File: config.mk
export PLATFORM = sky130hd
export DESIGN_NAME = systolic_feeder
export DESIGN_NICKNAME = d
export VERILOG_FILES = /design/src/rtl/systolic_pkg.sv /design/src/rtl/skew_lane_sel.sv /design/src/rtl/systolic_feeder.sv
export SDC_FILE = /design/constraint.sdc
export NUM_CORES = 2
export LEC_CHECK = 0
export ABC_CLOCK_PERIOD_IN_PS = 24100
export CAP_MARGIN = 20
export CORE_UTILIZATION = 35
export DETAILED_ROUTE_END_ITERATION = 7
export SYNTH_ARGS = -nofsm -noshare
export SYNTH_HDL_FRONTEND = slang
export SYNTH_SLANG_ARGS = --single-unit
export TNS_END_PERCENT = 5
File: constraint.sdc
create_clock -name clk -period 24.1 [get_ports clk]
set_input_delay 4.82 -clock clk [delete_from_list [all_inputs] [get_ports clk]]
set_output_delay 4.82 -clock clk [all_outputs]
set_load 0.03 [all_outputs]
File: src/rtl/systolic_pkg.sv
// systolic_pkg: shared state encoding, default
// sizing and lane-slice macro for the feeder.
`ifndef SYSTOLIC_PKG_SV
`define SYSTOLIC_PKG_SV

`define SYS_LANE(v, i, w) v[(i)*(w) +: (w)]

package systolic_pkg;

  localparam int N_DEF  = 6;
  localparam int DW_DEF = 32;

  typedef enum logic [2:0] {
    S_LOAD  = 3'd0,
    S_CLEAR = 3'd1,
    S_FEED  = 3'd2,
    S_DRAIN = 3'd3,
    S_DONE  = 3'd4
  } state_t;

endpackage

`endif

File: src/rtl/skew_lane_sel.sv
// skew_lane_sel: picks element t-lane of a stored
// row/column, or zero outside the wavefront.
module skew_lane_sel
  import systolic_pkg::*;
#(
  parameter int N  = N_DEF,
  parameter int DW = DW_DEF,
  parameter int CW = 4
) (
  input  logic [CW-1:0]   lane,
  input  logic [CW-1:0]   t,
  input  logic [N*DW-1:0] vec,
  output logic [DW-1:0]   op
);

  logic [CW-1:0] k;

  always_comb begin
    k  = t - lane;
    op = '0;
    if (t >= lane && k < CW'(N))
      op = `SYS_LANE(vec, k, DW);
  end

endmodule

File: src/rtl/systolic_feeder.sv
// systolic_feeder: loads A and B row by row, then
// drives skewed wavefronts into the systolic array.
module systolic_feeder
  import systolic_pkg::*;
#(
  parameter int N  = N_DEF,
  parameter int DW = DW_DEF
) (
  input  logic          clk,
  input  logic          rst,
  input  logic          ld_valid,
  output logic          ld_ready,
  input  logic [N*DW-1:0] ld_data,
  output logic [N*DW-1:0] a_out,
  output logic [N*DW-1:0] b_out,
  output logic          arr_clr,
  output logic          feed_active,
  output logic          done
);

  localparam int CW = $clog2(2*N);
  localparam logic [CW-1:0] LAST_BEAT = CW'(2*N-1);
  localparam logic [CW-1:0] LAST_FEED = CW'(2*N-2);
  localparam logic [CW-1:0] LAST_DRN  = CW'(N-1);

  state_t        st, st_n;
  logic [CW-1:0] beat, beat_n;
  logic [CW-1:0] t, t_n;
  logic          acc;

  // rows 0..N-1 hold A, rows N..2N-1 hold B
  logic [N*DW-1:0] mem [2*N];
  logic [N*DW-1:0] a_sel, b_sel;

  assign acc = (st == S_LOAD) && ld_valid;

  always_comb begin
    st_n   = st;
    beat_n = beat;
    t_n    = t;
    unique case (st)
      S_LOAD: begin
        if (acc) begin
          if (beat == LAST_BEAT) begin
            st_n   = S_CLEAR;
            beat_n = '0;
          end else begin
            beat_n = beat + 1'b1;
          end
        end
      end
      S_CLEAR: begin
        st_n = S_FEED;
        t_n  = '0;
      end
      S_FEED: begin
        if (t == LAST_FEED) begin
          st_n = S_DRAIN;
          t_n  = '0;
        end else begin
          t_n = t + 1'b1;
        end
      end
      S_DRAIN: begin
        if (t == LAST_DRN) begin
          st_n = S_DONE;
          t_n  = '0;
        end else begin
          t_n = t + 1'b1;
        end
      end
      S_DONE: begin
        st_n   = S_LOAD;
        t_n    = '0;
        beat_n = '0;
      end
      default: st_n = S_LOAD;
    endcase
  end

  always_ff @(posedge clk) begin
    if (rst) begin
      st   <= S_LOAD;
      beat <= '0;
      t    <= '0;
    end else begin
      st   <= st_n;
      beat <= beat_n;
      t    <= t_n;
    end
  end

  always_ff @(posedge clk) begin
    if (acc)
      mem[beat] <= ld_data;
  end

  for (genvar i = 0; i < N; i++) begin : g_lane
    logic [N*DW-1:0] col;
    for (genvar r = 0; r < N; r++) begin : g_col
      assign `SYS_LANE(col, r, DW) =
        `SYS_LANE(mem[N+r], i, DW);
    end

    skew_lane_sel #(
      .N (N),
      .DW(DW),
      .CW(CW)
    ) u_a (
      .lane(CW'(i)),
      .t   (t_n),
      .vec (mem[i]),
      .op  (`SYS_LANE(a_sel, i, DW))
    );

    skew_lane_sel #(
      .N (N),
      .DW(DW),
      .CW(CW)
    ) u_b (
      .lane(CW'(i)),
      .t   (t_n),
      .vec (col),
      .op  (`SYS_LANE(b_sel, i, DW))
    );
  end

  // outputs follow the next state so they line
  // up with the state they describe
  always_ff @(posedge clk) begin
    if (rst) begin
      ld_ready    <= 1'b1;
      arr_clr     <= 1'b0;
      feed_active <= 1'b0;
      done        <= 1'b0;
      a_out       <= '0;
      b_out       <= '0;
    end else begin
      ld_ready    <= st_n == S_LOAD;
      arr_clr     <= st_n == S_CLEAR;
      feed_active <= st_n == S_FEED;
      done        <= st_n == S_DONE;
      a_out <= (st_n == S_FEED) ? a_sel : '0;
      b_out <= (st_n == S_FEED) ? b_sel : '0;
    end
  end

endmodule

* Word level (Yosys, flattened, before mapping)
Memories as Yosys holds them, arrays and structs flattened. Index checks and enable logic that the tools add are counted.
Word-level totals: bits in registers 399, bits in latches 0, RAM bits 2304, memory bits (read-only) 0, input port bits 195, word-level logic and storage cells 100, memories kept 1
Memory list:
- mem | depth 12, bits a word 192, read ports 12, clocked after Yosys merged registers in 0, wr ports 1, line systolic_feeder.sv:32 | logic [N*DW-1:0] mem [2*N];
Operators by class: add/sub/neg operators 7, multiply operators 0, div/mod/pow operators 0, order comparisons 12, eq/ne operators 11, shift-type cells 12, multiplexer cells 13, bitwise operators 7, reduce and logical (&&, ||, !) cells 18
Operator list (count):
- 192-bit by 10-bit indexed part select with 32-bit output | 12
- 4-bit by 3-bit less-than comparator with 1-bit output, second input constant | 6
- 3-bit OR reduction | 6
- 4-bit 2-to-1 mux | 4
- 3-bit 2-to-1 mux | 4
- 3-bit case mux with 4 select lines | 1
- 4-bit case mux with 3 select lines | 1
- 3-bit by 2-bit equality test with 1-bit output, second input constant | 3
- 4-bit by 1-bit adder with 4-bit output, second input constant | 2
- 4-bit equality test, second input constant | 2
- 4-bit by 1-bit >= comparator with 1-bit output, second input constant | 2
- 4-bit by 2-bit >= comparator with 1-bit output, second input constant | 2
- 4-bit by 3-bit >= comparator with 1-bit output, second input constant | 2
- 4-bit case mux with 2 select lines | 1
- 4-bit by 2-bit subtractor with 4-bit output, second input constant | 2
- 4-bit by 3-bit subtractor with 4-bit output, second input constant | 2
- 1-bit logical AND | 7
- 1-bit NOT | 7
- 3-bit by 1-bit equality test with 1-bit output, second input constant | 2
- 3-bit equality test, second input constant | 2
- 3-bit logical NOT | 2
- 4-bit by 3-bit equality test with 1-bit output, second input constant | 1
- 4-bit by 1-bit subtractor with 4-bit output, second input constant | 1
- 1-bit 2-to-1 mux | 2
- other kinds (4) | 4

* Logic depth before layout (Yosys ltp)
depth after elaboration 8, mapped depth 17, gate-level depth less buffers 10

* Modules after synthesis
Synthesis repeated with hierarchy kept, for this count alone.
Unflattened totals: cells, all modules 5787, area, all modules 104844.3 um2
By module, submodules not included:
- systolic_feeder | times used 1, cells an instance 3316, area an instance 82181.3 um2
- skew_lane_sel at g_lane[0].u_b ... | times used 11, cells an instance 206, area an instance 1888.1 um2
- skew_lane_sel at g_lane[0].u_a | times used 1, cells an instance 205, area an instance 1894.3 um2

* Worst setup path after synthesis
No wires, ideal clock.
path type input to register, from input ld_valid, to register arr_clr, library setup time 0.110 ns, arrival time 13.720 ns, setup slack 10.270 ns, cell stages on the path 4, path buffers 0, path through nand2_1 > nor2_1 > nor2_1 > nor3_1
On the way: cells in the longest elaborated chain, start to end 4
Ends and longest elaborated chain:
- start, declared | line systolic_feeder.sv:11 | input logic ld_valid,
- 1-bit logical AND | line systolic_feeder.sv:35 | assign acc = (st == S_LOAD) && ld_valid;
- 3-bit 2-to-1 mux | line systolic_feeder.sv:43 | if (acc) begin
- 3-bit case mux with 4 select lines | line systolic_feeder.sv:41 | unique case (st)
- 3-bit by 1-bit equality test with 1-bit output | line systolic_feeder.sv:140 | arr_clr <= st_n == S_CLEAR;
- end signal, assigned | line systolic_feeder.sv:133 | arr_clr <= 1'b0;
- end signal, assigned | line systolic_feeder.sv:140
- end, declared | line systolic_feeder.sv:16 | output logic arr_clr,
Every way passes these cells. A chain may end at the register's enable or synchronous reset.

* Worst setup path in the final report
from input ld_valid, to memory mem[2][39] (netlist name) (enable)
On the way: cells in the longest elaborated chain, start to end 3
Ends and longest elaborated chain:
- 1-bit logical AND | line systolic_feeder.sv:35
- 1-bit 2-to-1 mux | line systolic_feeder.sv:94 | if (acc)
- 1-bit 2-to-1 mux (implied by the code) | line systolic_feeder.sv:95 | mem[beat] <= ld_data;
- end, declared | line systolic_feeder.sv:32
Every way passes these cells.

==> flow_metrics.py <==
metrics = {
    "global_routing": {
        "grt_use_total": 0.204,
        "grt_pass1_wl_mm": 407,
        "busiest_layer": "met2",
        "grt_max_degree": 151,
        "grt_overflow": 0,
        "grt_pass1_vias": 52500,
        "use_met1": 0.298,
        "grtUsageMet2": 0.310,
        "antenna_found_initial": 56,
        "grtUsageMet3": 0.0319,
    },
    "cts": {
        "cts.clk_slew.worst_paths_ns": 0.06,
        "holdBufCountCts": 0,
        "cts_resized": 0,
        "cts_buffer_depth": 4,
        "post-cts-setup-buffers": 0,
        "numCtsBuffers": 291,
        "htree_levels": 5,
        "cts-root-buf": "clkbuf_16",
        "cts.sinks": 2703,
        "cts_tree": "built",
        "insertion_delay_ns": 0.86,
    },
    "timing": {
        "rsz0062_at_grt": "false",
        "period_share": 0.341,
        "tns_ns": 0,
        "setup_viol_count_final": 0,
        "finalCriticalPeriod_ns": 8.23,
        "drv_slew": 54,
        "relSlewSlack": -0.147,
        "clock.fmax_mhz": 122,
        "finClkSkew_ns": 0.0649,
        "hold_viol_final": 0,
        "max_slew.worst_pin.slew_ns": 1.72,
    },
    "synth": {
        "ys_seq_area_frac": 0.789,
        "syn_area_um2": 97800,
        "syn_nets": 5890,
        "syn_inst": 5679,
        "synth_flop_cell": "edfxtp_1",
        "ys_warn_count": 0,
        "async_reset_ff_frac": 0,
        "synth_area_per_cell_um2": 17.2,
        "ys_types": 72,
        "ys_ff_latch": 2703,
        "synth_edf_count": 2304,
    },
    "pwr": {
        "powerDensity_nw_per_um2": 82.9,
        "p_leak_nw": 37.9,
        "vdd_ir_drop_max_mv": 0.0514,
    },
    "worst_setup_path": {
        "endpoint_kind": "flop",
        "worstSetupPathType": "in2reg",
        "cp-start-kind": "primary input",
        "worstPathArrival_ns": 8.66,
        "critPathMaxFanout": 74,
        "worst_ep_required_time_ns": 24.53,
    },
    "job": {
        "drv_cap": 0,
    },
    "final_layout": {
        "area_delta_synth_final_pct": 19.8,
        "final_cell_mix": "edfxtp_1 (2304), nand2_1 (953), clkdlybuf4s50_1 (582), dfxtp_1 (399), clkbuf_16 (293)",
        "layout.nets": 6489,
        "fill_cells": 24500,
        "drive_gt1_frac": 0.131,
        "layout_commonest_cell": "edfxtp_1",
        "design_area_um2": 117000,
    },
    "detailed_routing": {
        "drtPass1Iterations": 6,
        "wirelength_mm": 294,
        "wl_per_cell_um": 28.7,
        "vias": 54600,
        "ant_nets": 0,
        "vias_per_cell": 5.34,
        "drc": 0,
        "drt_iter0_markers": 6662,
    },
    "floorplanning": {
        "die_x_um": 531,
        "initial_utilization": 0.353,
        "coreArea_um2": 277000,
        "rows": 193,
        "dieArea_um2": 282000,
        "pin_count": 583,
        "chipHeight_um": 531,
    },
    "place": {
        "hpwl_mm": 180,
        "port_buffers": 582,
        "place.gp.congestion": 0.813,
        "placed_cell_area_um2": 108000,
    },
    "status": {
        "violations": "slew limit",
        "status": "finished with violations",
    },
    "min_path": {
        "min_path_type": "reg2reg",
    },
}
metal layers:
layer	share of wire	wire length, µm
met1	0.43	127000
met2	0.45	132000
met3	0.082	24000
met4	0.036	10600
met5	0.00033	97
power breakdown:
part / internal (mW) / switching, mW / total (mW)
registers: 5.13 / 0.0103 / 5.14
logic: 0.0417 / 0.133 / 0.175
clock network: 2.57 / 1.84 / 4.40
registers in the layout, summed over array words and instances, names as in the netlist:
name / cells
feed_active: 1
st: 3
done: 1
mem: 2304
a_out: 192
b_out: 192
arr_clr: 1
ld_ready: 1
beat: 4
t: 4
area by class of cell:
class	count	area, µm²	share of cell area
tap	3705	4640	0.0396
timing repair buffer	657	6600	0.0563
sequential	2703	77200	0.659
antenna	10	25.0	0.000214
clock buffer	393	8020	0.0684
clock inverter	138	1420	0.0122
multi-input combinational	2614	19200	0.164
inverter	11	67.6	0.000577
cell usage after synthesis, drive strengths merged, types with 16 or more instances:
cell / instances / area, µm²
a221oi: 59 / 517
a211o: 64 / 561
nand2: 955 / 3590
and3: 47 / 294
nor3: 83 / 415
edfxtp: 2304 / 69200
a211oi: 65 / 488
nor2: 23 / 88.8
nand3: 150 / 756
o21ai: 185 / 926
mux4: 252 / 5680
clkbuf: 202 / 758
mux2i: 162 / 1620
a21oi: 283 / 1420
dfxtp: 399 / 7990
mux2: 116 / 1310
o31a: 26 / 228
ha: 16 / 200
buf: 149 / 762
o22ai: 38 / 238
per-stage QoR:
| step | setup WS (ns) | std cells | util | power, mW | hold slack [ns] |
|---|---|---|---|---|---|
| floorplan | 10.27 | 5679 | - | 5.27 | 0.482 |
| global placement | 15.23 | 9687 | 0.388 | 5.40 | 0.503 |
| detailed placement | 15.13 | 9688 | 0.388 | 5.41 | 0.501 |
| CTS | 16.00 | 10200 | 0.422 | 9.78 | 0.505 |
| global route | 15.68 | 10200 | 0.423 | 9.96 | 0.529 |
| finish | 15.88 | 10200 | 0.423 | 9.72 | 0.506 |
logic make-up after synthesis:
family          count (synthesis)  synth area share
compound gates                756            0.0481
simple gates                 1308            0.0564
fa+ha+maj                      16           0.00205
buf+inv                       362            0.0160
flops                        2703             0.789
mux                           530            0.0880
xor+xnor                        4          0.000358
worst max-delay path: stages:
cell             delay [ns]
clkdlybuf4s50_1        0.55
nand2_1                0.20
nor3_1                 0.41
and2_4                 0.73
buf_4                  0.82
buf_4                  0.94
final timing paths:
| path | startpoint | end | slack (ns) | cells after the start |
|---|---|---|---|---|
| worst min register to register | mem[0][141] | a_out[13] | 0.51 | 2 |
| worst min-delay path | mem[0][141] | a_out[13] | 0.51 | 2 |
| worst max-delay path | ld_valid | mem[2][39] | 15.88 | 6 |
| worst max register to register | st[2] | b_out[69] | 18.05 | 11 |
Note: power is estimated with default switching activity, not from simulation.
